## config.mk

```make
export PLATFORM = sky130hd
export DESIGN_NAME = acc_offload_credit_ctrl
export DESIGN_NICKNAME = d
export VERILOG_FILES = /design/src/rtl/acc_offload_credit_ctrl.sv
export SDC_FILE = /design/constraint.sdc
export NUM_CORES = 1
export LEC_CHECK = 0
export CAP_MARGIN = 20
export CORE_ASPECT_RATIO = 1.2
export CORE_MARGIN = 2
export CORE_UTILIZATION = 44
export DETAILED_ROUTE_END_ITERATION = 7
export HOLD_SLACK_MARGIN = 0.15
export PLACE_DENSITY_LB_ADDON = 0.2
export SETUP_SLACK_MARGIN = 0.02
export SLEW_MARGIN = 20
export SYNTH_ARGS = -nofsm -noshare
export SYNTH_HDL_FRONTEND = slang
export SYNTH_SLANG_ARGS = --single-unit
```

## constraint.sdc

```tcl
create_clock -name clk_i -period 3.9 [get_ports clk_i]
set_input_delay 1.17 -clock clk_i [delete_from_list [all_inputs] [get_ports clk_i]]
set_output_delay 1.17 -clock clk_i [all_outputs]
set_load 0.03 [all_outputs]
```

## src/rtl/acc_offload_credit_ctrl.sv

```systemverilog
`default_nettype none
// ============================================================================
//  Module   : acc_offload_credit_ctrl
//  Function : per-accelerator outstanding-request credit throttle with
//             drain/flush sequencing for one requester port.
//  Revision : 1.0  initial release
// ============================================================================
module acc_offload_credit_ctrl #(
    parameter int NUM_ACC         = 4,
    parameter int HIER_ADDR_WIDTH = 2,
    parameter int ACC_ADDR_WIDTH  = 3,
    parameter int HIER_LEVEL      = 0,
    parameter int MAX_OUTSTANDING = 4,
    parameter int ACC_IDX_WIDTH   = (NUM_ACC > 1) ? $clog2(NUM_ACC) : 1,
    parameter int CNT_WIDTH       = (MAX_OUTSTANDING + 1 > 1) ? $clog2(MAX_OUTSTANDING + 1) : 1
) (
    input  logic                                      clk_i,
    input  logic                                      rst_i,
    input  logic                                      q_valid_i,
    output logic                                      q_ready_o,
    input  logic [HIER_ADDR_WIDTH+ACC_ADDR_WIDTH-1:0] q_addr_i,
    input  logic                                      q_rsp_exp_i,
    output logic                                      q_valid_o,
    input  logic                                      q_ready_i,
    input  logic                                      p_valid_i,
    input  logic                                      p_ready_i,
    input  logic [ACC_IDX_WIDTH-1:0]                  p_acc_i,
    input  logic                                      p_local_i,
    input  logic                                      flush_i,
    output logic                                      busy_o,
    output logic                                      flush_done_o,
    output logic                                      err_o
);

    localparam int ADDR_WIDTH = HIER_ADDR_WIDTH + ACC_ADDR_WIDTH;
    localparam logic [CNT_WIDTH-1:0]       C_MAX_CNT    = CNT_WIDTH'(MAX_OUTSTANDING);
    localparam logic [HIER_ADDR_WIDTH-1:0] C_HIER_LEVEL = HIER_ADDR_WIDTH'(HIER_LEVEL);

    typedef enum logic [1:0] {
        S_RUN   = 2'd0,
        S_DRAIN = 2'd1,
        S_DONE  = 2'd2
    } state_t;

    state_t                r_state;
    state_t                w_state_next;
    logic [CNT_WIDTH-1:0]  r_cnt      [NUM_ACC];
    logic [CNT_WIDTH-1:0]  w_cnt_next [NUM_ACC];
    logic                  r_err;

    logic [HIER_ADDR_WIDTH-1:0] w_level;
    logic [ACC_IDX_WIDTH-1:0]   w_sel;
    logic w_local, w_tracked, w_allow, w_issue, w_rsp;
    logic w_sel_full, w_rsp_bad, w_busy, w_all_zero_next;

    assign w_level   = q_addr_i[ADDR_WIDTH-1:ACC_ADDR_WIDTH];
    assign w_sel     = q_addr_i[ACC_IDX_WIDTH-1:0];
    assign w_local   = (w_level == C_HIER_LEVEL) && (32'(w_sel) < NUM_ACC);
    assign w_tracked = w_local && q_rsp_exp_i;

    // Gating looks only at registered counts, so p_* never reaches q_* combinationally.
    assign w_allow   = (r_state == S_RUN) && (!w_tracked || !w_sel_full);
    assign q_valid_o = q_valid_i && w_allow;
    assign q_ready_o = q_ready_i && w_allow;

    assign w_issue = q_valid_o && q_ready_i && w_tracked;
    assign w_rsp   = p_valid_i && p_ready_i && p_local_i;

    always_comb begin
        w_sel_full = 1'b0;
        w_rsp_bad  = 1'b1;
        w_busy     = 1'b0;
        for (int i = 0; i < NUM_ACC; i++) begin
            if ((w_sel == ACC_IDX_WIDTH'(i)) && (r_cnt[i] >= C_MAX_CNT)) w_sel_full = 1'b1;
            if ((p_acc_i == ACC_IDX_WIDTH'(i)) && (r_cnt[i] != '0))      w_rsp_bad  = 1'b0;
            if (r_cnt[i] != '0)                                           w_busy     = 1'b1;
        end
    end

    always_comb begin
        w_all_zero_next = 1'b1;
        for (int i = 0; i < NUM_ACC; i++) begin
            if (w_cnt_next[i] != '0) w_all_zero_next = 1'b0;
        end
    end

    generate
        for (genvar i = 0; i < NUM_ACC; i++) begin : g_cnt
            logic w_inc;
            logic w_dec;
            assign w_inc = w_issue && (w_sel == ACC_IDX_WIDTH'(i));
            // A retire on an empty counter is an error and must not wrap.
            assign w_dec = w_rsp && (p_acc_i == ACC_IDX_WIDTH'(i)) && (r_cnt[i] != '0);
            assign w_cnt_next[i] = r_cnt[i] + CNT_WIDTH'(w_inc) - CNT_WIDTH'(w_dec);

            always_ff @(posedge clk_i) begin
                if (rst_i) r_cnt[i] <= '0;
                else       r_cnt[i] <= w_cnt_next[i];
            end
        end
    endgenerate

    always_comb begin
        w_state_next = r_state;
        case (r_state)
            S_RUN:   if (flush_i)         w_state_next = S_DRAIN;
            S_DRAIN: if (w_all_zero_next) w_state_next = S_DONE;
            S_DONE:                       w_state_next = S_RUN;
            default:                      w_state_next = S_RUN;
        endcase
    end

    always_ff @(posedge clk_i) begin
        if (rst_i) begin
            r_state <= S_RUN;
            r_err   <= 1'b0;
        end else begin
            r_state <= w_state_next;
            if (w_rsp && w_rsp_bad) r_err <= 1'b1;
        end
    end

    assign busy_o       = w_busy;
    assign flush_done_o = (r_state == S_DONE);
    assign err_o        = r_err;

endmodule
`default_nettype wire
```

==> impl_metrics.toml, run 1 <==
[worst_setup_path]
kind_of_cell_with_the_highest_combined_delay_on_the_critical_path = "simple AND/OR/NAND/NOR gates"
critical_path.max_stage_delay_ns = 0.53
worst-path-buf-inv = 2
setup.worst_path.end_class = "flip-flop"
timing.setup.critical_path_class = "in2reg"
critical_path.cell_chain = "clkdlybuf4s50_1 -> nand3_1 -> nor4_2 -> ha_1 -> inv_1 -> ha_2 -> fa_1 -> or4b_4 -> nor3_2 -> nand4_1 -> nor4b_4"
timing.critical_path.required_ns = 4.05
timing.critical_path.slowest_stage_cell = "sky130_fd_sc_hd__or4b_4"
worstPathMaxFanout = 2
cp_data_arrival_time_ns = 3.87
worstSetupStartpointType = "input port"

[clocking]
cts_hold_buffers = 0
cts_inserted_buffers = 3
worstSkewPairLatency_ns = 0.28
cts-root-buf = "sky130_fd_sc_hd__clkbuf_4"
clockBufferDepth = 2
tritoncts_sinks = 15
cts_tree = "yes"
htreeDepth = 1
clkSlewWorstSetupHoldPaths_ns = 0.09

[pwr]
totalPowerFinal_uw = 305.8
power_per_cell_area_nw_per_um2 = 231.9
cellLeakagePower_nw = 0.5683
max-vdd-ir-drop_v = 0.0001713

[job]
drv_cap = 0

[floorplanning]
start_util_pct = 46.76
die-area_um2 = 2569
core_um2 = 2049
pin_count = 21
die_span_x_um = 46.61
floorplan_row_count = 18
dieHeight_um = 55.13

[status]
status = "complete, no violations"

[detailed_routing]
postRouteAntennaNets = 0
wire_length_after_detailed_routing_um = 1915
vias = 790
vias_per_cell = 4.969
detail_route.drc_violations = 0
detail_route.iter0.violations = 13
drt-pass1-iter-count = 4
routedWlPerCell_um = 12.04

[grt]
maximum_number_of_pins_on_one_net_before_global_route_repair = 16
vias_in_the_first_global_route = 729
grt_usage_pct = 17.77
grt_first_pass_wirelength_um = 3125
grt_overflow_total = 0
grt_antenna_before_repair = 0

[place]
placement.setup.worst_slack_ns = -0.6186
dpl.cell_count = 154
standard_cell_area_after_detailed_placement_um2 = 1230
dp.final_hpwl_um = 1558
io_buffer_count = 19
gp_routability_congestion = 0.8072

[synthesis]
share_of_the_synthesized_area_in_compound_gates_ao_oa_aoi_oai_pct = 3.264
synth_top_family_by_area = "simple AND/OR/NAND/NOR gates"
syn_area_per_cell_um2 = 9.681
mappedNetlistArea_um2 = 958.4
synth_simple_gate_area_share_pct = 27.94
synthesis.instances = 99
synthXorXnorAreaFrac_pct = 9.269
synth_fa_ha_area_share_pct = 18.80
ys_seq_area_share_pct = 31.33
ys_ff_latch = 15
synth_cell_type_count = 32
synthMuxAreaShare_pct = 2.350
synth_fp_nets = 127
yosysWarnings = 0

[finish]
post_route_cells_drive_above_1_share_pct = 20.93
postLayoutCoreUtil_pct = 64.35
commonest_non_fill_non_tap_cells_in_the_layout = "17 x sky130_fd_sc_hd__inv_1, 15 x sky130_fd_sc_hd__dfxtp_1, 13 x sky130_fd_sc_hd__clkdlybuf4s50_1, 10 x sky130_fd_sc_hd__buf_4"
fillCellCount = 178
final_net_count = 158
postLayoutCellArea_um2 = 1319
area_growth_pct = 37.60
sequential_cell_area_um2 = 300.3
antenna_cells = 0
finalNonFillerCells = 159
most_frequent_standard_cell_in_the_layout_excluding_fill_and_tap_cells = "sky130_fd_sc_hd__inv_1"
multi_input_area_um2 = 650.6

[timing]
fin_crit_sh_pct = 95.21
worst_slew_margin_rel_pct = 58.62
fmax_mhz = 269.3
setup_slack_ns = 0.1870
fin_hold_ws_ns = 0.4576
fin_setup_tns_ns = 0
timing.clock.skew_ns = 0.002032
period_minus_slack_ns = 3.713
timing_hold_violations_final = 0
report.final.slew_viol_count = 0
worst_pin_slew_ns = 0.6187
setup_viol = 0
setup_repair_after_global_routing_missed_its_margin = "false"

[hold_path]
hold_class = "reg2reg"
tightest hold or removal path, cell delays in order, from the launching register on:
cell	delay, ns
sky130_fd_sc_hd__dfxtp_1	0.32
sky130_fd_sc_hd__inv_1	0.05
sky130_fd_sc_hd__a21oi_1	0.05
synthesized netlist by cell type:
| cell type | number | area [um^2] |
|---|---|---|
| sky130_fd_sc_hd__and3_1 | 1 | 6.260 |
| sky130_fd_sc_hd__or3_1 | 1 | 6.260 |
| sky130_fd_sc_hd__inv_1 | 17 | 63.81 |
| sky130_fd_sc_hd__nor2_1 | 10 | 37.54 |
| sky130_fd_sc_hd__xor3_1 | 3 | 71.32 |
| sky130_fd_sc_hd__a311oi_1 | 1 | 8.760 |
| sky130_fd_sc_hd__or3b_2 | 1 | 8.760 |
| sky130_fd_sc_hd__clkbuf_1 | 1 | 3.750 |
| sky130_fd_sc_hd__nor3b_1 | 1 | 7.510 |
| sky130_fd_sc_hd__nand4b_1 | 1 | 8.760 |
| sky130_fd_sc_hd__mux4_2 | 1 | 22.52 |
| sky130_fd_sc_hd__and3_2 | 1 | 7.510 |
| sky130_fd_sc_hd__nand3b_1 | 1 | 7.510 |
| sky130_fd_sc_hd__nand3_1 | 2 | 10.01 |
| sky130_fd_sc_hd__dfxtp_1 | 15 | 300.3 |
| sky130_fd_sc_hd__nor2b_1 | 9 | 56.30 |
| sky130_fd_sc_hd__ha_1 | 8 | 100.1 |
| sky130_fd_sc_hd__xnor2_1 | 2 | 17.52 |
| sky130_fd_sc_hd__nor3_1 | 5 | 25.02 |
| sky130_fd_sc_hd__or4b_1 | 1 | 10.01 |
| sky130_fd_sc_hd__and3b_2 | 1 | 10.01 |
| sky130_fd_sc_hd__nor4_1 | 2 | 12.51 |
| sky130_fd_sc_hd__and2_1 | 2 | 12.51 |
| sky130_fd_sc_hd__and4b_1 | 1 | 10.01 |
| sky130_fd_sc_hd__and4bb_2 | 1 | 12.51 |
| sky130_fd_sc_hd__o31a_1 | 1 | 8.760 |
| sky130_fd_sc_hd__fa_1 | 4 | 80.08 |
| sky130_fd_sc_hd__nor4b_1 | 1 | 8.760 |
| sky130_fd_sc_hd__nand2_1 | 1 | 3.750 |
| sky130_fd_sc_hd__o311ai_0 | 1 | 8.760 |
| sky130_fd_sc_hd__a21oi_1 | 1 | 5.000 |
| sky130_fd_sc_hd__nand4_1 | 1 | 6.260 |
flip-flops by register name, indices dropped and copies added, names as in the netlist:
| signal | cells |
|---|---|
| r_cnt | 12 |
| r_state | 2 |
| err_o | 1 |
per-layer routing:
layer	track usage (%)	vias to the layer above	part of all wire, %
li1	-	397	-
met1	21.77	380	44
met2	29.86	11	52
met3	1.948	2	2.9
met4	10.00	0	1.5
met5	0	-	0
what timing repair did:
action | CTS | global route
cloned | 0 | 0
gates resized for setup | 13 | 6
endpoints found under the setup margin | 4 | 2
pin swaps | 5 | 8
setup buffers | 1 | 0
cells by family (layout without fill, tap and decap cells):
logic type	after synthesis	count (layout)
AND/OR/NAND/NOR	44	44
buffers and inverters	18	48
flip-flops	15	15
adder cells (fa/ha/maj)	12	12
XOR/XNOR	5	5
AO/OA/AOI/OAI	4	4
multiplexers	1	1
final cells by class:
| type | instances | share of cell area (%) |
|---|---|---|
| tap | 30 | 2.846 |
| clock buffer | 4 | 1.992 |
| multi-input combinational | 66 | 49.34 |
| timing repair buffer | 27 | 18.22 |
| inverter | 17 | 4.839 |
| sequential | 15 | 22.77 |
path summary, 6_finish.rpt:
check | end | cells past startpoint | start | slack, ns
setup / recovery | r_state[0] | 11 | p_ready_i | 0.19
hold / removal | err_o | 2 | err_o | 0.46
setup reg to reg | r_state[0] | 9 | r_cnt[1][5] | 0.87
hold reg to reg | err_o | 2 | err_o | 0.46
power breakdown:
group	switching, mW	internal [mW]	leakage (nW)	total, mW
logic	0.0245	0.0313	0.432	0.0558
clock network	0.0511	0.0397	0.0150	0.0907
registers	0.00333	0.156	0.121	0.159
total	0.0789	0.227	0.568	0.306
(Power assumes the default switching activity.)
==> run 2, diff against run 1 <==
--- a/config.mk
+++ b/config.mk
@@ -11,7 +11,7 @@
 export CORE_UTILIZATION = 44
 export DETAILED_ROUTE_END_ITERATION = 7
 export HOLD_SLACK_MARGIN = 0.15
-export PLACE_DENSITY_LB_ADDON = 0.2
+export PLACE_DENSITY = 0.72
 export SETUP_SLACK_MARGIN = 0.02
 export SLEW_MARGIN = 20
 export SYNTH_ARGS = -nofsm -noshare
==> impl_metrics.toml, run 2 (same netlist as run 1, synthesis figures left out) <==
[worst_setup_path]
cp_data_arrival_time_ns = 3.98
worstSetupStartpointType = "input port"
timing.critical_path.required_ns = 4.08
timing.setup.critical_path_class = "in2reg"
ff2ff_setup_slack_ns = 0.70
regToRegEndpoint = "r_state[0]"
crit-reg2reg-launch = "r_cnt[1][5]"
worstPathMaxFanout = 2
setup.worst_path.end_class = "flip-flop"
reg2reg_depth = 9

[timing]
report.final.slew_viol_count = 0
fin_hold_ws_ns = 0.4571
period_minus_slack_ns = 3.801
fmax_mhz = 263.1
worst_pin_slew_ns = 0.5674
setup_repair_after_global_routing_missed_its_margin = "false"
worst_slew_margin_rel_pct = 62.06
fin_crit_sh_pct = 97.45
timing_hold_violations_final = 0
setup_viol = 0
timing.clock.skew_ns = 0.005625
setup_slack_ns = 0.09938

[pwr]
power_switching_share_pct = 26.90
max-vdd-ir-drop_v = 0.0002215
p_sw_uw = 83.87
cellLeakagePower_nw = 0.6293
share_seq_of_total_power_pct = 50.9
internal-power_uw = 228.0
power.clock.fraction_pct = 30.6
power_per_cell_area_nw_per_um2 = 230.4
share_comb_of_total_power_pct = 18.5
totalPowerFinal_uw = 311.9

[hold_path]
hold_class = "reg2reg"
holdPathStages = 2
worstHoldStart = "err_o"
timing.hold.worst_endpoint = "err_o"

[finish]
sequential_cell_area_um2 = 300.3
multi_input_area_um2 = 648.1
commonest_non_fill_non_tap_cells_in_the_layout = "17 x sky130_fd_sc_hd__inv_1, 15 x sky130_fd_sc_hd__dfxtp_1, 10 x sky130_fd_sc_hd__buf_4, 9 x sky130_fd_sc_hd__nor2_1, 9 x sky130_fd_sc_hd__nor2b_1"
antenna_cells = 0
number_of_flip_flops_in_the_largest_register = 12
final_net_count = 159
area_growth_pct = 41.25
most_frequent_standard_cell_in_the_layout_excluding_fill_and_tap_cells = "sky130_fd_sc_hd__inv_1"
largest-register = "r_cnt"
fillCellCount = 164
post_route_cells_drive_above_1_share_pct = 22.31

[detailed_routing]
vias_per_cell = 4.963
routedWlPerCell_um = 13.63
detail_route.drc_violations = 0
wire_length_after_detailed_routing_um = 2180
postRouteAntennaNets = 0
detail_route.iter0.violations = 18
vias = 794
drt-pass1-iter-count = 4

[clocking]
clockBufferDepth = 2
cts_hold_buffers = 0
tritoncts_sinks = 15
cts-root-buf = "sky130_fd_sc_hd__clkbuf_4"
worstSkewPairLatency_ns = 0.30
cts_inserted_buffers = 3
clkSlewWorstSetupHoldPaths_ns = 0.09
cts_tree = "yes"
htreeDepth = 1

[job]
drv_cap = 0

[floorplanning]
core_um2 = 2049
dieHeight_um = 55.13
die-area_um2 = 2569
die_span_x_um = 46.61
start_util_pct = 46.76
floorplan_row_count = 18
pin_count = 21

[grt]
grt_overflow_total = 0
grt_antenna_before_repair = 0
grt_usage_pct = 19.52
maximum_number_of_pins_on_one_net_before_global_route_repair = 16
grt_first_pass_wirelength_um = 3277
vias_in_the_first_global_route = 794

[status]
status = "complete, no violations"

[place]
io_buffer_count = 19
gp_routability_congestion = 0.7937
placement.setup.worst_slack_ns = -0.6707
dp.final_hpwl_um = 1618
-- run 2: cell types whose count changed in the layout (fill, tap and decap cells not counted), moves of 2 or more --
cell / change
sky130_fd_sc_hd__dlymetal6s2s_1: +7
sky130_fd_sc_hd__dlygate4sd2_1: -2
sky130_fd_sc_hd__clkdlybuf4s50_1: -5
sky130_fd_sc_hd__buf_6: +2
-- run 2: worst max path at each step --
stage | from | end | cells past startpoint
after detailed placement | q_addr_i[0] | r_state[0] | 10
after global placement | q_addr_i[0] | r_state[0] | 10
after global routing | q_addr_i[0] | r_state[0] | 11
final | q_addr_i[0] | r_state[0] | 10
after floorplan | q_addr_i[0] | r_state[0] | 9
after CTS | q_addr_i[1] | r_state[0] | 11
-- run 2: layer usage --
layer / vias up / part of all wire (%) / GRT usage (%) / wire length, um
met5: - / 0 / 0 / 0
met4: 0 / 3.8 / 14.29 / 82
met3: 7 / 2.8 / 3.896 / 60
met2: 14 / 54 / 33.10 / 1177
met1: 375 / 39 / 21.17 / 860
li1: 398 / - / - / -
-- run 2: per-stage QoR --
step	cell area (um^2)	instances	util [%]	setup TNS [ns]
floorplan	958.4	99	-	0
global placement	1230	154	60.01	-1.312
detailed placement	1230	154	60.01	-1.450
CTS	1269	158	61.90	0
global route	1354	160	66.06	0
finish	1354	160	66.06	0
-- run 2: worst max-delay path: stages --
cell,delay (ns)
sky130_fd_sc_hd__buf_6,0.07
sky130_fd_sc_hd__mux4_2,0.49
sky130_fd_sc_hd__and4b_1,0.29
sky130_fd_sc_hd__nor3b_2,0.20
sky130_fd_sc_hd__ha_2,0.21
sky130_fd_sc_hd__fa_1,0.44
sky130_fd_sc_hd__or4b_4,0.58
sky130_fd_sc_hd__nor3_4,0.20
sky130_fd_sc_hd__nand4_1,0.14
sky130_fd_sc_hd__nor4b_2,0.18
-- run 2: final cells by class --
class	instances	share of cell area [%]
timing repair buffer	28	20.52
sequential	15	22.18
tap	30	2.773
multi-input combinational	66	47.87
inverter	17	4.713
clock buffer	4	1.941
-- run 2: power groups by stage --
stage / sequential, mW / clock [mW] / combinational (mW)
2_1_floorplan: 0.163 / 0 / 0.0213
3_3_place_gp: 0.162 / 0 / 0.0520
3_5_place_dp: 0.162 / 0 / 0.0528
4_1_cts: 0.159 / 0.0986 / 0.0540
5_1_grt: 0.159 / 0.101 / 0.0619
6_report: 0.159 / 0.0954 / 0.0576
-- run 2: repair_timing --
item                                    4_1_cts  5_1_grt
pin swaps                                     2       12
hold endpoints to repair                      0        0
endpoints found under the setup margin        4        2
gates resized for setup                       4       22
buffers inserted                              0        2
==> run 3, diff against run 2 <==
--- a/config.mk
+++ b/config.mk
@@ -6,7 +6,6 @@
 export NUM_CORES = 1
 export LEC_CHECK = 0
 export CAP_MARGIN = 20
-export CORE_ASPECT_RATIO = 1.2
 export CORE_MARGIN = 2
 export CORE_UTILIZATION = 44
 export DETAILED_ROUTE_END_ITERATION = 7
==> impl_metrics.toml, run 3 (same netlist as run 1, synthesis figures left out) <==
[timing]
fin_hold_ws_ns = 0.4502
worst_slew_margin_rel_pct = 58.51
timing_hold_violations_final = 0
fin_crit_sh_pct = 97.38
period_minus_slack_ns = 3.798
fmax_mhz = 263.3
fin_setup_tns_ns = 0
setup_repair_after_global_routing_missed_its_margin = "false"
worst_pin_slew_ns = 0.6205
report.final.slew_viol_count = 0
timing.clock.skew_ns = 0.008376
setup_viol = 0

[finish]
commonest_non_fill_non_tap_cells_in_the_layout = "16 x sky130_fd_sc_hd__inv_1, 15 x sky130_fd_sc_hd__dfxtp_1, 14 x sky130_fd_sc_hd__clkdlybuf4s50_1, 10 x sky130_fd_sc_hd__buf_4"
final_net_count = 158
postLayoutCoreUtil_pct = 66.94
number_of_flip_flops_in_the_largest_register = 12
post_route_cells_drive_above_1_share_pct = 22.48
largest-register = "r_cnt"
most_frequent_standard_cell_in_the_layout_excluding_fill_and_tap_cells = "sky130_fd_sc_hd__inv_1"
area_growth_pct = 39.82
fillCellCount = 171
antenna_cells = 0
postLayoutCellArea_um2 = 1340

[clocking]
cts_hold_buffers = 0
worstSkewPairLatency_ns = 0.29
cts_inserted_buffers = 3
cts-root-buf = "sky130_fd_sc_hd__clkbuf_4"
clkSlewWorstSetupHoldPaths_ns = 0.10
cts_tree = "yes"
htreeDepth = 1
clockBufferDepth = 2
tritoncts_sinks = 15

[worst_setup_path]
cp_data_arrival_time_ns = 3.96
worstSetupStartpointType = "input port"
timing.critical_path.required_ns = 4.06
timing.setup.critical_path_class = "in2reg"
setup.worst_path.end_class = "flip-flop"
worstPathMaxFanout = 2

[floorplanning]
floorplan_row_count = 16
die-area_um2 = 2567
start_util_pct = 47.87
core_um2 = 2002
die_span_x_um = 50.67
dieHeight_um = 50.67
pin_count = 21

[pwr]
power_per_cell_area_nw_per_um2 = 230.7
max-vdd-ir-drop_v = 0.0001720
cellLeakagePower_nw = 0.5593

[detailed_routing]
wirelength_met1_um = 905
detail_route.iter0.violations = 6
postRouteAntennaNets = 0
met3WireLength_um = 78
wire_length_after_detailed_routing_um = 1983
top_signal_layer_used = "met4"
detail_route.drc_violations = 0
wl_met2_um = 982
routedWlPerCell_um = 12.71
vias = 787
drt-pass1-iter-count = 3
vias_per_cell = 5.045

[place]
standard_cell_area_after_detailed_placement_um2 = 1219
dp.final_hpwl_um = 1585
io_buffer_count = 19
gp_routability_congestion = 0.7574

[grt]
grt_antenna_before_repair = 0
grt_first_pass_wirelength_um = 3608
vias_in_the_first_global_route = 849
maximum_number_of_pins_on_one_net_before_global_route_repair = 16
grt_overflow_total = 0
grt_usage_pct = 18.98

[job]
drv_cap = 0

[status]
status = "complete, no violations"

[hold_path]
hold_class = "reg2reg"
==> run 3: path summary, 6_finish.rpt <==
check               from  cells after the start         end  slack [ns]
max            q_ready_i                     11  r_state[0]        0.10
min                err_o                      2       err_o        0.45
max reg2reg  r_cnt[0][2]                     10  r_state[0]        0.80
min reg2reg        err_o                      2       err_o        0.45
==> run 3: where the power goes <==
group          switching (mW)  leakage [nW]  internal [mW]  total (mW)
Combinational          0.0259         0.423         0.0320      0.0579
Clock                  0.0523        0.0150         0.0397      0.0920
Sequential            0.00325         0.121          0.156       0.159
==> run 3: routing by layer <==
layer | up-vias | track usage [%]
met5 | - | 0
met4 | 0 | 5.405
met3 | 2 | 4.167
met2 | 14 | 33.55
met1 | 376 | 23.02
li1 | 395 | -
==> run 3: cell type report <==
class	count	area [um^2]	area share, %
Multi-Input combinational cell	66	678.2	50.61
Sequential cell	15	300.3	22.41
Timing Repair Buffer	27	237.7	17.74
Inverter	17	63.81	4.762
Tap cell	27	33.78	2.521
Clock buffer	4	26.28	1.961
==> run 3: worst max-delay path, cell delays in order <==
cell                              delay, ns
sky130_fd_sc_hd__clkdlybuf4s50_1       0.41
sky130_fd_sc_hd__and4bb_2              0.23
sky130_fd_sc_hd__and4b_1               0.19
sky130_fd_sc_hd__buf_4                 0.13
sky130_fd_sc_hd__and3b_2               0.20
sky130_fd_sc_hd__ha_4                  0.16
sky130_fd_sc_hd__fa_1                  0.47
sky130_fd_sc_hd__or4b_4                0.55
sky130_fd_sc_hd__nor3_4                0.13
sky130_fd_sc_hd__nand4_1               0.14
sky130_fd_sc_hd__nor4b_4               0.16
==> run 3: metrics by stage <==
step	instances	setup slack (ns)	power, mW
floorplan	99	0.1746	0.1839
global placement	150	-0.6481	0.2138
detailed placement	150	-0.7225	0.2149
CTS	155	0.02527	0.3100
global route	156	0.02651	0.3221
finish	156	0.1021	0.3091
==> run 3: repair_timing <==
item | CTS | global route
gates resized for setup | 19 | 3
buffers inserted | 1 | 1
endpoints found under the setup margin | 4 | 2
gates cloned | 0 | 0
endpoints found under the hold margin | 0 | 0
pin swaps | 8 | 7
==> RTL change 1, RTL diff (flow settings as in run 3) <==
Reset style: asynchronous (`rst_i`), changed in 2 clocked blocks.
--- a/src/rtl/acc_offload_credit_ctrl.sv
+++ b/src/rtl/acc_offload_credit_ctrl.sv
@@ -94,5 +94,5 @@
             assign w_cnt_next[i] = r_cnt[i] + CNT_WIDTH'(w_inc) - CNT_WIDTH'(w_dec);
 
-            always_ff @(posedge clk_i) begin
+            always_ff @(posedge clk_i or posedge rst_i) begin
                 if (rst_i) r_cnt[i] <= '0;
                 else       r_cnt[i] <= w_cnt_next[i];
@@ -111,5 +111,5 @@
     end
 
-    always_ff @(posedge clk_i) begin
+    always_ff @(posedge clk_i or posedge rst_i) begin
         if (rst_i) begin
             r_state <= S_RUN;
Check against the original RTL: differs if rst_i is asserted again (counterexample within 4 cycles, from zero or initial values and one cycle with rst_i high); with rst_i held inactive, the same outputs for 10 cycles.
==> RTL change 1 against run 3 <==
Sequential cell count stayed put. Critical path type unchanged. Utilization down 3.6 points. Non-clock buffer count up 2. Die area is 3.1% higher. Setup slack got worse by 0.41 ns. Synthesized area increased by 3.4%. First-iteration DRC count is 17% higher. The flow now finishes with violations (setup timing). Wire length decreased by 1.3%. Fmax fell by 9.6%. Final area rose by 2.5%.
Power is not compared: it rests on default switching activity, and its combinational part moved more than twofold at a synthesized area within 25%.
==> RTL change 1: results (changes against run 3) <==
Crit. Startpoint=q_addr_i[0] (was q_ready_i); final setup fails=1 (was 0); worst hold path depth=1 (was 2); most frequent cells after synthesis=inv_1, dfrtp_1, ha_1 (was inv_1, dfxtp_1, nor2_1); Final WS setup=-0.3035 ns (was 0.1021 ns); dpl ws=-1.052 ns (was -0.7225 ns); largest fanout on the critical path=4 (was 2); Met3 Wirelength=38 um (was 78 um); met2 wire len=1000 um (was 982 um); failing checks=setup timing; Worst setup endpoint=r_state[1]$_DFFE_PP0P_ (was r_state[0]$_SDFFE_PP0P_); compound-cell area share of the yosys netlist=6.187% (was 3.264%); # fillers=178 (was 171); CP Data Arrival Time=4.41 ns (was 3.96 ns); min-delay src=err_o$_DFFE_PP0P_ (was err_o$_SDFFE_PP0P_); Max stage delay on crit path=0.53 ns (was 0.55 ns); GR Layer Usage met1=24.28% (was 23.02%); Reg2Reg Setup Slack=0.23 ns (was 0.80 ns); status=finished, violations left (was complete, no violations); Worst-Margin Slew=0.5769 ns (was 0.6205 ns); Via density=5.021 (was 5.045); number of global-route vias before repair=782 (was 849); first-iteration detailed-routing DRC count=7 (was 6); multiplexer share of the synthesized area=2.273% (was 2.350%); Synth Area per Inst=11.66 sq um (was 9.681 sq um); post-synth cell types=29 (was 32); Hold WS=0.4810 ns (was 0.4502 ns)
-- RTL change 1: cell count changes after synthesis, moves of 3 or more --
cell,run 3,this run
nor2b_1,9,2
xnor3_1,0,3
dfxtp_1,15,0
dfrtp_1,0,15
xor3_1,3,0
nor2_1,10,5
-- RTL change 1: power groups by stage --
stage | Clock [mW] | Sequential (mW) | Combinational (mW)
after detailed placement | 0 | 0.291 | 0.394
final | 0.0903 | 0.291 | 0.401
after floorplan | 0 | 0.277 | 0.267
after global routing | 0.101 | 0.299 | 0.442
after CTS | 0.0938 | 0.290 | 0.405
after global placement | 0 | 0.287 | 0.384
-- RTL change 1: final cells by class --
type / instances / area share, %
repair buffers: 29 / 18.94
clock buffers: 3 / 1.639
inverters: 16 / 4.372
well taps: 28 / 2.550
flip-flops and latches: 15 / 27.32
clock inverters: 1 / 0.3643
multi-input cells: 54 / 44.81
-- RTL change 1: cells by family after synthesis --
logic type      after synthesis
fa+ha+maj                    12
xor+xnor                      4
simple gates                 29
buf+inv                      16
mux                           1
flops                        15
compound gates                8
==> RTL change 2, RTL diff (config.mk and constraints of run 3) <==
Made on the original files. The parameter `HIER_ADDR_WIDTH` goes from 2 to 1.
--- a/src/rtl/acc_offload_credit_ctrl.sv
+++ b/src/rtl/acc_offload_credit_ctrl.sv
@@ -8,5 +8,5 @@
 module acc_offload_credit_ctrl #(
     parameter int NUM_ACC         = 4,
-    parameter int HIER_ADDR_WIDTH = 2,
+    parameter int HIER_ADDR_WIDTH = 1,
     parameter int ACC_ADDR_WIDTH  = 3,
     parameter int HIER_LEVEL      = 0,
Interface: changed (resized q_addr_i); port bits go from 21 to 20. The function was not compared with the original's and may differ.
==> RTL change 2 against run 3 <==
Fmax up 0.51%. Wire length decreased by 6.3%. Cell count shrank 0.64%. Register-to-register slack improved by 0.18 ns. Setup slack better by 0.019 ns. Total power is 1.1% higher. Clock power fell by 3.4%. Synthesized area rose by 3.0%. Final area is 3.7% lower. Utilization is 7.5 points lower. Non-clock buffer count is 3 lower. Via count shrank 0.38%. Sequential cell count unchanged. Critical endpoint unchanged. Largest power group unchanged.
==> RTL change 2: results (changes against run 3) <==
Max stage delay on crit path=0.51 ns (was 0.55 ns); GR Layer Usage met1=21.18% (was 23.02%); final net count=155 (was 158); status=complete, no violations (unchanged); Met3 Wirelength=89 um (was 78 um); Reg2Reg Setup Slack=0.98 ns (was 0.80 ns); met3 Track Usage GR=3.509% (was 4.167%); Post-Synth Adder-Cell Area=18.25% (was 18.80%); gpl congestion=0.7551 (was 0.7574); detailed placement HPWL=1558 um (was 1585 um); CP Data Arrival Time=3.93 ns (was 3.96 ns); most frequent cells after synthesis=inv_1, dfxtp_1, nor2_1 (unchanged); Worst-Margin Slew=0.6481 ns (was 0.6205 ns); met2 wire len=909 um (was 982 um); synth top area cells=dfxtp_1, ha_1, fa_1 (unchanged); IO Port Bufs=18 (was 19); Final WS setup=0.1213 ns (was 0.1021 ns); highest routed layer=met3 (was met4); Clock Power Share=28.5% (was 29.8%); compound-cell area share of the yosys netlist=2.281% (was 3.264%); Power Internal=230.6 uW (was 227.7 uW); detailed-route via count=784 (was 787); sequential area share after synthesis=30.42% (was 31.33%); area taken by multi-input logic gates=635.6 sq um (was 678.2 sq um); # fillers=199 (was 171); multiplexer share of the synthesized area=2.281% (was 2.350%); cell total after placement=151 (was 150); Via density=5.058 (was 5.045); grt met2 use=27.35% (was 33.55%); Seq pwr share=51.2% (was 51.5%); met1 WL=860 um (was 905 um); placed inst area=1239 sq um (was 1219 sq um); Routed WL=1859 um (was 1983 um); Hold WS=0.4503 ns (was 0.4502 ns); Initial DRT Pass Iterations=4 (was 3); leakage power figure=0.5579 nW (was 0.5593 nW)
RTL change 2: area by class of cell:
| cell class | count | share of cell area [%] |
|---|---|---|
| flip-flops and latches | 15 | 23.28 |
| multi-input cells | 66 | 49.27 |
| well taps | 28 | 2.716 |
| clock buffers | 4 | 2.037 |
| inverters | 18 | 5.238 |
| repair buffers | 24 | 17.46 |
RTL change 2: repair_timing:
action | in CTS | in global routing
buffers inserted | 0 | 0
endpoints found under the setup margin | 0 | 4
gates resized for setup | 0 | 7
RTL change 2: path summary, 6_finish.rpt:
path,from,end,cells after the start
setup / recovery,p_acc_i[1],r_state[0]$_SDFFE_PP0P_,11
hold / removal,err_o$_SDFFE_PP0P_,err_o$_SDFFE_PP0P_,2
setup reg to reg,r_cnt[0][1]$_SDFF_PP0_,r_state[0]$_SDFFE_PP0P_,10
hold reg to reg,err_o$_SDFFE_PP0P_,err_o$_SDFFE_PP0P_,2
